### src/rtl/rk_mem_pkg.sv
// rk_mem_pkg: shared state encoding and constants for the SDRAM arbiter
package rk_mem_pkg;
    typedef enum logic [1:0] {
        ST_IDLE     = 2'd0,
        ST_BUSY_VID = 2'd1,
        ST_BUSY_CPU = 2'd2,
        ST_DONE     = 2'd3
    } state_t;
    localparam logic [7:0] RD_ABORT_DATA = 8'hFF;
    localparam int DEF_ADDR_W = 18;
endpackage

### src/rtl/rk_sdram_arbiter_if.sv
// rk_sdram_arbiter_if: requester and SDRAM controller signals around the arbiter
interface rk_sdram_arbiter_if #(
    parameter int ADDR_W = rk_mem_pkg::DEF_ADDR_W
);
    logic              vid_req;
    logic [ADDR_W-1:0] vid_addr;
    logic              vid_ack;
    logic [7:0]        vid_rdata;
    logic              cpu_req;
    logic              cpu_we;
    logic [ADDR_W-1:0] cpu_addr;
    logic [7:0]        cpu_wdata;
    logic              cpu_ack;
    logic [7:0]        cpu_rdata;
    logic              mem_req;
    logic              mem_we;
    logic [ADDR_W-1:0] mem_addr;
    logic [7:0]        mem_wdata;
    logic              mem_ack;
    logic [7:0]        mem_rdata;
    modport master (
        input  vid_req, vid_addr, cpu_req, cpu_we, cpu_addr, cpu_wdata, mem_ack, mem_rdata,
        output vid_ack, vid_rdata, cpu_ack, cpu_rdata, mem_req, mem_we, mem_addr, mem_wdata
    );
    modport slave (
        output vid_req, vid_addr, cpu_req, cpu_we, cpu_addr, cpu_wdata, mem_ack, mem_rdata,
        input  vid_ack, vid_rdata, cpu_ack, cpu_rdata, mem_req, mem_we, mem_addr, mem_wdata
    );
endinterface

### src/rtl/rk_arb_prio.sv
// rk_arb_prio: video-first grant decision bounded by a CPU anti-starvation counter
module rk_arb_prio #(
    parameter int STARVE_MAX = 4
) (
    input  logic clk50mhz,
    input  logic reset_n,
    input  logic i_en,
    input  logic i_vid_req,
    input  logic i_cpu_req,
    output logic o_grant_vid,
    output logic o_grant_cpu
);
    logic [3:0] r_starve;
    logic       w_starved;
    assign w_starved   = r_starve == 4'(STARVE_MAX);
    assign o_grant_cpu = i_en && i_cpu_req && (!i_vid_req || w_starved);
    assign o_grant_vid = i_en && i_vid_req && !o_grant_cpu;
    // Count video wins over a waiting CPU; a CPU grant or a CPU-idle decision cycle restarts it
    always_ff @(posedge clk50mhz) begin
        if (!reset_n)
            r_starve <= '0;
        else if (i_en && (o_grant_cpu || !i_cpu_req))
            r_starve <= '0;
        else if (o_grant_vid)
            r_starve <= r_starve + 4'd1;
    end
endmodule

### src/rtl/rk_sdram_arbiter.sv
// rk_sdram_arbiter: registered CPU/video arbiter in front of the SDRAM controller
module rk_sdram_arbiter
    import rk_mem_pkg::*;
#(
    parameter int ADDR_W      = DEF_ADDR_W,
    parameter int STARVE_MAX  = 4,
    parameter int TIMEOUT_CYC = 63
) (
    input  logic               clk50mhz,
    input  logic               reset_n,
    rk_sdram_arbiter_if.master bus,
    output logic               timeout_err,
    output logic               busy
);
    state_t            r_state;
    logic [7:0]        r_tmo;
    logic              r_mem_req;
    logic              r_mem_we;
    logic [ADDR_W-1:0] r_mem_addr;
    logic [7:0]        r_mem_wdata;
    logic              r_vid_ack;
    logic              r_cpu_ack;
    logic [7:0]        r_vid_rdata;
    logic [7:0]        r_cpu_rdata;
    logic              r_timeout_err;
    logic              w_grant_vid;
    logic              w_grant_cpu;
    logic              w_finish;
    logic [7:0]        w_rdata;

    rk_arb_prio #(.STARVE_MAX(STARVE_MAX)) u_prio (
        .clk50mhz    (clk50mhz),
        .reset_n     (reset_n),
        .i_en        (r_state == ST_IDLE),
        .i_vid_req   (bus.vid_req),
        .i_cpu_req   (bus.cpu_req),
        .o_grant_vid (w_grant_vid),
        .o_grant_cpu (w_grant_cpu)
    );

    // mem_ack beats a simultaneous timeout, so real data always wins the race
    assign w_finish = bus.mem_ack || r_tmo == 8'(TIMEOUT_CYC - 1);
    assign w_rdata  = bus.mem_ack ? bus.mem_rdata : RD_ABORT_DATA;

    // Grant, hold the latched access through BUSY, then a one-cycle DONE before re-arbitrating
    always_ff @(posedge clk50mhz) begin
        if (!reset_n) begin
            r_state       <= ST_IDLE;
            r_tmo         <= '0;
            r_mem_req     <= 1'b0;
            r_mem_we      <= 1'b0;
            r_mem_addr    <= '0;
            r_mem_wdata   <= '0;
            r_vid_ack     <= 1'b0;
            r_cpu_ack     <= 1'b0;
            r_vid_rdata   <= '0;
            r_cpu_rdata   <= '0;
            r_timeout_err <= 1'b0;
        end else begin
            r_vid_ack <= 1'b0;
            r_cpu_ack <= 1'b0;
            case (r_state)
                ST_IDLE: begin
                    r_tmo <= '0;
                    if (w_grant_vid || w_grant_cpu) begin
                        r_state     <= w_grant_vid ? ST_BUSY_VID : ST_BUSY_CPU;
                        r_mem_req   <= 1'b1;
                        r_mem_we    <= w_grant_cpu && bus.cpu_we;
                        r_mem_addr  <= w_grant_vid ? bus.vid_addr : bus.cpu_addr;
                        r_mem_wdata <= w_grant_vid ? 8'h00 : bus.cpu_wdata;
                    end
                end
                ST_BUSY_VID, ST_BUSY_CPU: begin
                    if (w_finish) begin
                        r_state   <= ST_DONE;
                        r_mem_req <= 1'b0;
                        if (!bus.mem_ack)
                            r_timeout_err <= 1'b1;
                        if (r_state == ST_BUSY_VID) begin
                            r_vid_ack   <= 1'b1;
                            r_vid_rdata <= w_rdata;
                        end else begin
                            r_cpu_ack   <= 1'b1;
                            r_cpu_rdata <= w_rdata;
                        end
                    end else begin
                        r_tmo <= r_tmo + 8'd1;
                    end
                end
                default: r_state <= ST_IDLE;
            endcase
        end
    end

    assign bus.mem_req   = r_mem_req;
    assign bus.mem_we    = r_mem_we;
    assign bus.mem_addr  = r_mem_addr;
    assign bus.mem_wdata = r_mem_wdata;
    assign bus.vid_ack   = r_vid_ack;
    assign bus.cpu_ack   = r_cpu_ack;
    assign bus.vid_rdata = r_vid_rdata;
    assign bus.cpu_rdata = r_cpu_rdata;
    assign timeout_err   = r_timeout_err;
    assign busy          = r_state != ST_IDLE;
endmodule

### src/flat_wrapper.sv
// flat-port wrapper written by rule: the top's interface ports become plain ports
module rk_sdram_arbiter_flat import rk_mem_pkg::*;
#(
    parameter int ADDR_W      = DEF_ADDR_W,
    parameter int STARVE_MAX  = 4,
    parameter int TIMEOUT_CYC = 63
)
  (clk50mhz, reset_n, timeout_err, busy, bus_vid_req, bus_vid_addr, bus_cpu_req, bus_cpu_we, bus_cpu_addr, bus_cpu_wdata, bus_mem_ack, bus_mem_rdata, bus_vid_ack, bus_vid_rdata, bus_cpu_ack, bus_cpu_rdata, bus_mem_req, bus_mem_we, bus_mem_addr, bus_mem_wdata);
  rk_sdram_arbiter_if #(.ADDR_W(ADDR_W)) bus_i ();
  input  logic clk50mhz;
  input  logic reset_n;
  output logic timeout_err;
  output logic busy;
  input wire logic [$bits(bus_i.vid_req)-1:0] bus_vid_req;
  input wire logic [$bits(bus_i.vid_addr)-1:0] bus_vid_addr;
  input wire logic [$bits(bus_i.cpu_req)-1:0] bus_cpu_req;
  input wire logic [$bits(bus_i.cpu_we)-1:0] bus_cpu_we;
  input wire logic [$bits(bus_i.cpu_addr)-1:0] bus_cpu_addr;
  input wire logic [$bits(bus_i.cpu_wdata)-1:0] bus_cpu_wdata;
  input wire logic [$bits(bus_i.mem_ack)-1:0] bus_mem_ack;
  input wire logic [$bits(bus_i.mem_rdata)-1:0] bus_mem_rdata;
  output wire logic [$bits(bus_i.vid_ack)-1:0] bus_vid_ack;
  output wire logic [$bits(bus_i.vid_rdata)-1:0] bus_vid_rdata;
  output wire logic [$bits(bus_i.cpu_ack)-1:0] bus_cpu_ack;
  output wire logic [$bits(bus_i.cpu_rdata)-1:0] bus_cpu_rdata;
  output wire logic [$bits(bus_i.mem_req)-1:0] bus_mem_req;
  output wire logic [$bits(bus_i.mem_we)-1:0] bus_mem_we;
  output wire logic [$bits(bus_i.mem_addr)-1:0] bus_mem_addr;
  output wire logic [$bits(bus_i.mem_wdata)-1:0] bus_mem_wdata;
  assign bus_i.vid_req = bus_vid_req;
  assign bus_i.vid_addr = bus_vid_addr;
  assign bus_i.cpu_req = bus_cpu_req;
  assign bus_i.cpu_we = bus_cpu_we;
  assign bus_i.cpu_addr = bus_cpu_addr;
  assign bus_i.cpu_wdata = bus_cpu_wdata;
  assign bus_i.mem_ack = bus_mem_ack;
  assign bus_i.mem_rdata = bus_mem_rdata;
  assign bus_vid_ack = bus_i.vid_ack;
  assign bus_vid_rdata = bus_i.vid_rdata;
  assign bus_cpu_ack = bus_i.cpu_ack;
  assign bus_cpu_rdata = bus_i.cpu_rdata;
  assign bus_mem_req = bus_i.mem_req;
  assign bus_mem_we = bus_i.mem_we;
  assign bus_mem_addr = bus_i.mem_addr;
  assign bus_mem_wdata = bus_i.mem_wdata;
  rk_sdram_arbiter #(.ADDR_W(ADDR_W), .STARVE_MAX(STARVE_MAX), .TIMEOUT_CYC(TIMEOUT_CYC)) u_core (.clk50mhz(clk50mhz), .reset_n(reset_n), .bus(bus_i), .timeout_err(timeout_err), .busy(busy));
endmodule
### config.mk
export PLATFORM = sky130hd
export DESIGN_NAME = rk_sdram_arbiter_flat
export DESIGN_NICKNAME = d
export VERILOG_FILES = /design/src/rtl/rk_mem_pkg.sv /design/src/rtl/rk_sdram_arbiter_if.sv /design/src/rtl/rk_arb_prio.sv /design/src/rtl/rk_sdram_arbiter.sv /design/src/flat_wrapper.sv
export SDC_FILE = /design/constraint.sdc
export NUM_CORES = 1
export LEC_CHECK = 0
export BUFFER_PORTS_ARGS = -buffer_cell sky130_fd_sc_hd__buf_2
export CAP_MARGIN = 20
export CELL_PAD_IN_SITES_DETAIL_PLACEMENT = 1
export CELL_PAD_IN_SITES_GLOBAL_PLACEMENT = 2
export CORE_ASPECT_RATIO = 1.2
export CORE_MARGIN = 4
export CORE_UTILIZATION = 25
export CTS_CLUSTER_SIZE = 28
export DETAILED_ROUTE_END_ITERATION = 10
export GPL_ROUTABILITY_DRIVEN = 1
export MAX_ROUTING_LAYER = met4
export PLACE_DENSITY_LB_ADDON = 0.1
export RECOVER_POWER = 100
export SLEW_MARGIN = 15
export SYNTH_ARGS = -nofsm -noshare
export SYNTH_HDL_FRONTEND = slang
export SYNTH_HIERARCHICAL = 1
export SYNTH_SLANG_ARGS = --single-unit
### constraint.sdc
create_clock -name clk50mhz -period 1.9 [get_ports clk50mhz]
set_input_delay 0.19 -clock clk50mhz [delete_from_list [all_inputs] [get_ports clk50mhz]]
set_output_delay 0.19 -clock clk50mhz [all_outputs]
set_load 0.03 [all_outputs]
==> out/results.tsv <==
stage	metric	value	unit
timing	setup violators final	0	
clock_tree	Post-CTS Hold Fix Bufs	0	
global_routing	GRT Total Usage	13.84	%
global_routing	first-pass GRT wire length	12940	µm
global_routing	largest net degree at the start of global routing	26	
pwr	sw power	2.395	mW
layout	final net count	461	
clock_tree	H-tree levels	3	
yosys	Netlist cell types	43	
timing	Tmin final	1.807	ns
yosys	post-synthesis sequential area ratio	47.20	%
worst_setup_path	Worst EP required	2.16	ns
floorplanning	Die X	100.9	µm
yosys	Post-synth EDFFs	0	
pwr	LEAKAGE	1.515	nW
detailed_routing	drt first pass iters	4	
detailed_routing	DRT antenna net count	0	
worst_setup_path	Bufs and invs on worst path	1	
yosys	most area-consuming cells after synthesis	dfxtp_1, mux2i_1, o221a_2, nor2_1, a211oi_1	
timing	Slew @ Worst Pin	0.5030	ns
pwr	combinational share of power	45.6	%
timing	max-slew violations	0	
layout	Diodes inserted	0	
outcome	status	finished, final reports clean	
timing	fin worst setup slack	0.09257	ns
clock_tree	Clock Tree Buf Depth	2	
pwr	switching part of the total	40.49	%
yosys	cell taking the most area after synthesis	dfxtp_1	
floorplanning	core box area	10060	µm²
yosys	YS warnings	6	
worst_setup_path	CP endpoint kind	flip-flop	
timing	Fmax	0.5533	GHz
floorplanning	die height	119.4	µm
yosys	main flop type after synthesis	dfxtp_1	
detailed_routing	vias	2537	
worst_setup_path	Crit-path slowest cell	or4_4	
timing	Fin Clk Skew	0.004458	ns
clock_tree	Worst-Skew Late Latency	0.33	ns
pwr	Pint	3.520	mW
detailed_routing	Total Routed Length	7875	µm
timing	period utilisation layout	95.13	%
yosys	synthesized area per cell	9.801	µm²
worst_setup_path	critical path peak fanout	5	
clock_tree	TritonCTS clock tree	yes	
pwr	Clock power frac	25.7	%
worst_setup_path	kind of cell adding the most delay to the critical path	simple AND/OR/NAND/NOR gates	
worst_setup_path	Critical Path Start Type	flip-flop	
layout	layout cell share with drive strength beyond 1	34.41	%
layout	design area	3759	µm²
worst_setup_path	WP data arrival	2.06	ns
pwr	sequential power share	28.7	%
global_routing	vias in the first global route	2664	
floorplanning	Die ar.	12050	µm²
yosys	Synth top area share	47.20	%
worst_hold_path	Hold WC Path Type	primary input to flip-flop	
place	hpwl dp	5991	µm
timing	relative slew slack	66.03	%
clock_tree	Root Buffer	clkbuf_16	
clock_tree	cts bufs inserted	9	
yosys	Cell Area, Synth	2587	µm²
detailed_routing	DR vias/cell	4.814	
job	Max Cap Viol	0	
pwr	pwr/cell area	1574	nW/µm²
layout	fin util	37.36	%
worst_setup_path	CP Cell Sequence	inv_2, ha_2, and4b_4, nor2_4, nand2b_4, nor2_4, or4_4, a21oi_2	
detailed_routing	drt initial violations	63	
layout	Area Overhead vs Synth	45.26	%
detailed_routing	# DRC	0	
floorplanning	Initial Util	25.72	%
worst_setup_path	critical path class	flip-flop to flip-flop	
worst_setup_path	CP max stage delay	0.53	ns
floorplanning	I/O Pins	106	
floorplanning	number of cell rows	40	
global_routing	antenna violations before repair	0	
yosys	asr flop ratio synth	0	%
yosys	Cells after Synth	264	
pwr	largest vdd supply drop	0.5130	mV
place	routability cong.	0.7257	
place	area post-placement	3442	µm²
timing	final hold vios	0	
clock_tree	CTS clk-pin slew, worst paths	0.05	ns
place	pre-CTS WS	-0.1604	ns
global_routing	GRT Residual Overflow	0	
yosys	Post-Synthesis Net Count	329	
clock_tree	CTS Sinks	61	
detailed_routing	DR WL/cell	14.94	µm
place	port buffer count	105	
worst_setup_path	cell repeated most along the worst path	nor2_4	
yosys	Yosys reg bits	61	
## area by class of cell
cell class	count	area (µm²)
Clock buffer	12	256.5
Clock inverter	4	22.52
Fill cell	1178	6301
Inverter	9	33.78
Multi-Input combinational cell	182	1363
Sequential cell	61	1225
Tap cell	126	157.7
Timing Repair Buffer	133	700.7
## stage by stage
stage                     hold slack, ns  cells     TNS, ns  power [mW]
final                             0.1012    527           0       5.915
after global routing              0.1135    527  -0.0008953       6.336
after CTS                        0.09132    525           0       5.953
after detailed placement          0.4406    509      -2.540       4.366
after global placement            0.4259    509      -1.241       4.349
after floorplan                   0.3335    264           0       3.429
## registers in the layout, indices dropped and copies added (netlist names)
register	count
u_core/timeout_err	1
u_core/r_state	2
u_core/bus.vid_ack	1
u_core/r_tmo	8
u_core/bus.cpu_ack	1
u_core/u_prio/r_starve	4
u_core/bus.mem_wdata	8
u_core/bus.cpu_rdata	8
u_core/bus.mem_addr	18
u_core/bus.mem_req	1
u_core/bus.mem_we	1
u_core/bus.vid_rdata	8
## cells in the final DEF, fill, tap and decap left out, types with 3 or more instances in the layout
cell       Yosys  layout
buf_4          0      24
inv_1          8       7
ha_1           7       5
nand3_1       10      10
o21ai_0        7       7
nand2_1        6       6
dfxtp_1       61      58
clkinv_2       0       3
a22oi_1        8       8
a31oi_1        3       3
a21oi_1       12      10
nor2_1        39      34
nor2_2         0       3
mux2i_1       18      18
nand2b_1       4       3
dfxtp_2        0       3
o221a_2       15      15
clkbuf_1       8      49
buf_2          3      57
a211oi_1      18      18
a311oi_1       4       4
clkbuf_16      0       9
## power groups by stage
stage	Combinational [mW]	Clock (mW)	Sequential, mW
6_report	2.70	1.52	1.70
3_5_place_dp	2.65	0	1.72
5_1_grt	2.98	1.62	1.74
4_1_cts	2.69	1.57	1.69
3_3_place_gp	2.64	0	1.71
2_1_floorplan	1.24	0	2.19
## cell families (layout without fill, tap and decap cells)
family | count (synthesis) | count (layout) | synth area share [%]
adders and majority gates | 7 | 7 | 3.385
muxes | 18 | 18 | 6.963
buffers and inverters | 21 | 158 | 3.481
AOI/OAI and AO/OA | 79 | 79 | 23.74
DFF | 61 | 61 | 47.20
and+or+nand+nor | 78 | 78 | 15.23
## path summary, 6_finish.rpt
| check | start | slack [ns] | end | cells past startpoint |
|---|---|---|---|---|
| max | u_core/u_prio/r_starve[1] | 0.09 | u_core/r_state[0] | 8 |
| min | bus_cpu_wdata[7] | 0.10 | u_core/bus.mem_wdata[7] | 3 |
| max reg2reg | u_core/u_prio/r_starve[1] | 0.09 | u_core/r_state[0] | 8 |
| min reg2reg | u_core/timeout_err | 0.48 | u_core/timeout_err | 2 |
## cells in the mapped netlist (2+ instances only)
cell      instances
dfxtp_1          61
nor2_1           39
a211oi_1         18
mux2i_1          18
o221a_2          15
a21oi_1          12
nand3_1          10
a22oi_1           8
clkbuf_1          8
inv_1             8
ha_1              7
o21ai_0           7
nand2_1           6
a311oi_1          4
nand2b_1          4
a31oi_1           3
buf_2             3
a41oi_1           2
nand3b_1          2
nand4_1           2
nor2b_1           2
o31ai_1           2
or3_1             2
or4_1             2
## per-layer routing
layer / global-route usage, % / routed length [µm]
met5: - / 0
met4: 6.318 / 159
met3: 4.452 / 627
met2: 21.79 / 3712
met1: 15.87 / 3376
## worst register-to-register path, stage by stage (launching register included)
cell	delay [ns]
dfxtp_2	0.33
inv_2	0.03
ha_2	0.18
and4b_4	0.20
nor2_4	0.14
nand2b_4	0.16
nor2_4	0.04
or4_4	0.53
a21oi_2	0.12
## what timing repair did
action,CTS,global route
setup endpoints to repair,28,30
gates resized for setup,7,17
pin swaps,0,10
buffers inserted,0,2
endpoints found under the hold margin,0,0
Power figures use the tool's default switching activity.
